$ cat config.mk
export PLATFORM = sky130hd
export DESIGN_NAME = tlc_light_sequencer
export DESIGN_NICKNAME = d
export VERILOG_FILES = /design/src/rtl/tlc_light_sequencer.sv
export SDC_FILE = /design/constraint.sdc
export NUM_CORES = 1
export LEC_CHECK = 0
export ABC_AREA = 1
export BUFFER_PORTS_ARGS = -buffer_cell sky130_fd_sc_hd__buf_2
export CORE_MARGIN = 3
export CORE_UTILIZATION = 52
export DETAILED_ROUTE_END_ITERATION = 10
export HOLD_SLACK_MARGIN = 0.06
export PLACE_DENSITY = 0.74
export SLEW_MARGIN = 25
export SYNTH_ARGS = -nofsm -noshare
export SYNTH_HDL_FRONTEND = slang
export SYNTH_SLANG_ARGS = --single-unit
export TNS_END_PERCENT = 100
$ cat constraint.sdc
create_clock -name clk -period 1.9 [get_ports clk]
set_input_delay 0.095 -clock clk [delete_from_list [all_inputs] [get_ports clk]]
set_output_delay 0.095 -clock clk [all_outputs]
set_load 0.02 [all_outputs]
$ cat src/rtl/tlc_light_sequencer.sv
// tlc_light_sequencer: lamp-phase slave of the intersection master FSM.
// The master's registered dir picks which direction should have right-of-way.
// This block walks the lamps through GREEN -> YELLOW -> ALLRED -> GREEN on its own timers.
// Ports:
//   clk, rst    clock and synchronous active-high reset
//   dir[1:0]    requested direction (00 NS, 01 EW, 10 LT, 11 invalid -> hold all-red)
//   ok          current green has met its minimum time and matches dir (combinational in dir)
//   ns/ew/lt_lamp[2:0]  {red, yellow, green} per head, registered
//   phase[1:0]  debug view of the phase register (00 GREEN, 01 YELLOW, 10 ALLRED)
// Each timing parameter must lie in 1 .. 2**CW.

module tlc_light_sequencer #(
  parameter int CW        = 4,
  parameter int MIN_GREEN = 4,
  parameter int YELLOW_T  = 3,
  parameter int ALLRED_T  = 2
) (
  input  logic       clk,
  input  logic       rst,
  input  logic [1:0] dir,
  output logic       ok,
  output logic [2:0] ns_lamp,
  output logic [2:0] ew_lamp,
  output logic [2:0] lt_lamp,
  output logic [1:0] phase
);

  typedef enum logic [1:0] {
    PH_GREEN  = 2'b00,
    PH_YELLOW = 2'b01,
    PH_ALLRED = 2'b10,
    PH_BAD    = 2'b11
  } phase_e;

  localparam logic [1:0] DIR_NS  = 2'b00;
  localparam logic [1:0] DIR_EW  = 2'b01;
  localparam logic [1:0] DIR_LT  = 2'b10;
  localparam logic [1:0] DIR_INV = 2'b11;

  // Counters load T-1 on phase entry so that a phase lasts T cycles down to 0.
  localparam logic [CW-1:0] GREEN_LD  = CW'(MIN_GREEN - 1);
  localparam logic [CW-1:0] YELLOW_LD = CW'(YELLOW_T - 1);
  localparam logic [CW-1:0] ALLRED_LD = CW'(ALLRED_T - 1);

  localparam logic [2:0] LAMP_RED = 3'b100;
  localparam logic [2:0] LAMP_YEL = 3'b010;
  localparam logic [2:0] LAMP_GRN = 3'b001;

  phase_e        phase_q, phase_d;
  logic [1:0]    cur_q, cur_d;
  logic [CW-1:0] cnt_q, cnt_d;
  logic [2:0]    ns_q, ns_d;
  logic [2:0]    ew_q, ew_d;
  logic [2:0]    lt_q, lt_d;
  logic [2:0]    head_d;
  logic          cnt_zero;

  assign cnt_zero = (cnt_q == '0);

  // Next-state: counter saturates at 0; a phase only exits once it reaches 0.
  always_comb begin
    phase_d = phase_q;
    cur_d   = cur_q;
    cnt_d   = cnt_zero ? cnt_q : (cnt_q - 1'b1);
    case (phase_q)
      PH_GREEN: begin
        // An invalid dir also counts as a change request and ends up parked in ALLRED.
        if (cnt_zero && (dir != cur_q)) begin
          phase_d = PH_YELLOW;
          cnt_d   = YELLOW_LD;
        end
      end
      PH_YELLOW: begin
        // Committed: dir is ignored here, even if it flips back to cur.
        if (cnt_zero) begin
          phase_d = PH_ALLRED;
          cnt_d   = ALLRED_LD;
        end
      end
      PH_ALLRED: begin
        // dir == cur still gets a fresh full green; dir == 11 holds all-red.
        if (cnt_zero && (dir != DIR_INV)) begin
          phase_d = PH_GREEN;
          cur_d   = dir;
          cnt_d   = GREEN_LD;
        end
      end
      default: begin
        // Unreachable encoding: recover through a full all-red interval.
        phase_d = PH_ALLRED;
        cnt_d   = ALLRED_LD;
      end
    endcase
  end

  // Lamp decode from the next state so the lamp registers track phase/cur exactly.
  always_comb begin
    ns_d = LAMP_RED;
    ew_d = LAMP_RED;
    lt_d = LAMP_RED;
    case (phase_d)
      PH_GREEN:  head_d = LAMP_GRN;
      PH_YELLOW: head_d = LAMP_YEL;
      default:   head_d = LAMP_RED;
    endcase
    case (cur_d)
      DIR_NS:  ns_d = head_d;
      DIR_EW:  ew_d = head_d;
      DIR_LT:  lt_d = head_d;
      default: ;
    endcase
  end

  always_ff @(posedge clk) begin
    if (rst) begin
      // Reset drops straight to NS green; no yellow/all-red transition.
      phase_q <= PH_GREEN;
      cur_q   <= DIR_NS;
      cnt_q   <= GREEN_LD;
      ns_q    <= LAMP_GRN;
      ew_q    <= LAMP_RED;
      lt_q    <= LAMP_RED;
    end else begin
      phase_q <= phase_d;
      cur_q   <= cur_d;
      cnt_q   <= cnt_d;
      ns_q    <= ns_d;
      ew_q    <= ew_d;
      lt_q    <= lt_d;
    end
  end

  assign ok      = (phase_q == PH_GREEN) && cnt_zero && (dir == cur_q);
  assign ns_lamp = ns_q;
  assign ew_lamp = ew_q;
  assign lt_lamp = lt_q;
  assign phase   = phase_q;

endmodule

==> qor.txt <==
Die Width - 46.1 µm
PwrDens - 937 nW/µm²
DRT iter0 DRCs - 34
Global routing usage on met3 - 3.91%
Area occupied by multi-input gates - 430 µm²
VDD IR max - 0.000645 V
FF-to-FF End - lt_lamp[2]
Slew @ Worst Pin - 351 ps
WP data arrival - 1500 ps
Fraction of layout cells with a size suffix above 1 - 28.4%
Routed Antenna Nets - 0
Max cap viols - 0
RSZ-0062 raised after global routing - no
Post-synthesis sequential area ratio - 40.8%
Core Rows - 13
Hold Path End - ew_lamp[0]
Clock Pin Slew Worst Setup and Hold Paths - 100 ps
DR vias/cell - 4.93
Register Area - 340 µm²
Hold Path Depth - 5
Hold Startpoint - dir[0]
Fin. max-slew vios - 0
Final Wtd Congestion - 0.842
Crit-path slowest cell - dfxtp_1
Critical path cell sequence - inv_1 -> ha_1 -> nand2_2 -> nor3_1 -> buf_2
Clock sinks - 17
Hold-fix buffers, CTS - 1
GRT Residual Overflow - 0
Die ar. - 2120 µm²
WL final - 1670 µm
Syn nets - 120
YS warnings - 0
GR Util All Layers - 19.2%
Critical Path Sink Type - output port
CP peak stage delay - 320 ps
Fmax - 626 MHz
IO Port Bufs - 15
Max Buffers Root-to-Sink - 2
Avg WL per Cell - 11.2 µm
CP required - 1800 ps
Vias - 734
Final setup fails - 0
Die Ht - 46.1 µm
Yosys reg bits - 17
Startpoint Class - flop
Crit-path max FO - 9
Worst Setup SP - cnt_q[0]
Largest net degree at the start of global routing - 11
Residual DRC - 0
R2R depth - 9
Initial Util - 59.7%
Area of the mapped netlist - 835 µm²
Hold slack - 190 ps
HP Class - primary input to flop
RR Startpoint - cnt_q[0]
Setup WS post-layout - 303 ps
Critical path class - flop to output port
Root buffer cell - clkbuf_4
Vias in the first global route - 698
Reg-to-reg slack, setup - 340 ps
Min Tclk post-route - 1600 ps
Total CTS buffers - 3
Post-Synthesis Cells - 114
Post-DP HPWL - 1320 µm
Ant. Diodes - 0
Post-CTS Setup Inserts - 0
Setup TNS - 0 ps
Pre-CTS setup slack - 352 ps
TritonCTS clock tree - yes
Slew margin rel. - 76.4%
Clock insertion delay at the later pin of the skew report - 280 ps
IO Count - 16
Final clock skew - 6.25 ps
Post_cts resized - 0
1st-pass router iterations - 4
Met2 Use GR - 29.4%
Post-Syn Area per Cell - 7.32 µm²
Global-route wire length before repair - 2940 µm
Nets - 141
Fin. Hold Viols - 0
Core area - 1400 µm²
Fill cell count - 131
Distinct cells, synth - 18
Status - finished, final reports clean
Leakage power - 0.000530 µW
H-tree depth - 1
Gr busiest metal - met2
GRT met1 Usage - 26.0%
Final period utilization - 84.0%
Synthesis-to-layout area growth - 15.7%
Initial antenna violation count - 0
[per-layer routing]
| layer | routed length (µm) | vias to the layer above | part of all wire (%) |
|---|---|---|---|
| li1 | - | 395 | - |
| met1 | 850 | 319 | 51 |
| met2 | 727 | 16 | 44 |
| met3 | 61 | 4 | 3.7 |
| met4 | 31 | 0 | 1.9 |
| met5 | 0 | - | 0 |
[state kept, by name, summed over array words and instances, names as in the netlist]
register  flops
phase         2
lt_lamp       3
cur_q         2
cnt_q         4
ew_lamp       3
ns_lamp       3
[cells by family (layout without fill, tap and decap cells)]
| family | count (synthesis) | after routing | share of synthesized area, % |
|---|---|---|---|
| AND/OR/NAND/NOR | 71 | 71 | 43.6 |
| flip-flops | 17 | 17 | 40.8 |
| buffers and inverters | 17 | 37 | 7.65 |
| AO/OA/AOI/OAI | 6 | 6 | 3.90 |
| adder cells (fa/ha/maj) | 2 | 2 | 3.00 |
| XOR/XNOR | 1 | 1 | 1.05 |
[cell usage after synthesis, drive strengths merged]
| master | number | area, µm² |
|---|---|---|
| nor3 | 5 | 25.0 |
| nor2 | 15 | 85.1 |
| a21oi | 3 | 15.0 |
| nand3 | 12 | 80.1 |
| ha | 2 | 25.0 |
| o21bai | 1 | 7.51 |
| dfxtp | 17 | 340 |
| o21ai | 2 | 10.0 |
| nand2 | 39 | 174 |
| inv | 17 | 63.8 |
| xnor2 | 1 | 8.76 |
[cell usage in the layout, fill, tap and decap left out]
| cell type | n |
|---|---|
| nand2_1 | 32 |
| dfxtp_1 | 17 |
| inv_1 | 15 |
| buf_2 | 15 |
| nor2_1 | 9 |
| nand3_1 | 8 |
| nor2_2 | 5 |
| nand2_2 | 5 |
| nor3_1 | 5 |
| nand3_2 | 4 |
| a21oi_1 | 3 |
| clkbuf_4 | 3 |
| inv_2 | 2 |
| nand2_4 | 2 |
| ha_1 | 2 |
| nor2_8 | 1 |
| o21ai_0 | 1 |
| xnor2_1 | 1 |
| o21ai_1 | 1 |
| o21bai_1 | 1 |
| clkinv_2 | 1 |
| dlygate4sd3_1 | 1 |
[power by group]
part / switching [µW] / internal (µW)
registers: 26.4 / 396
clock network: 111 / 78.0
logic: 189 / 105
[final cells by class]
class / instances / share of cell area [%]
inverter: 17 / 6.61
clock buffer: 3 / 2.33
timing repair buffer: 16 / 8.81
tap: 15 / 1.94
sequential: 17 / 35.2
multi-input combinational: 80 / 44.6
clock inverter: 1 / 0.518
[critical path: cells and delay by family, from the launching register on]
family / cells / cell delay, ps
and+or+nand+nor: 2 / 350
DFF: 1 / 320
buffers and inverters: 2 / 290
adders and majority gates: 1 / 270
[how the worst max path moves through the flow]
stage,endpoint,cells after the start
finish,ok,5
global route,ok,5
CTS,ok,5
detailed placement,ew_lamp[2],9
global placement,lt_lamp[2],9
floorplan,ew_lamp[2],9
[metrics by stage]
stage | instances | total power, µW | utilization [%] | cell area (µm²)
2_1_floorplan | 114 | 653 | - | 835
3_3_place_gp | 144 | 718 | 66.4 | 928
3_5_place_dp | 144 | 718 | 66.4 | 928
4_1_cts | 149 | 910 | 69.1 | 966
5_1_grt | 149 | 994 | 69.1 | 966
6_report | 149 | 905 | 69.1 | 966
Note: power is estimated with default switching activity, not from simulation.
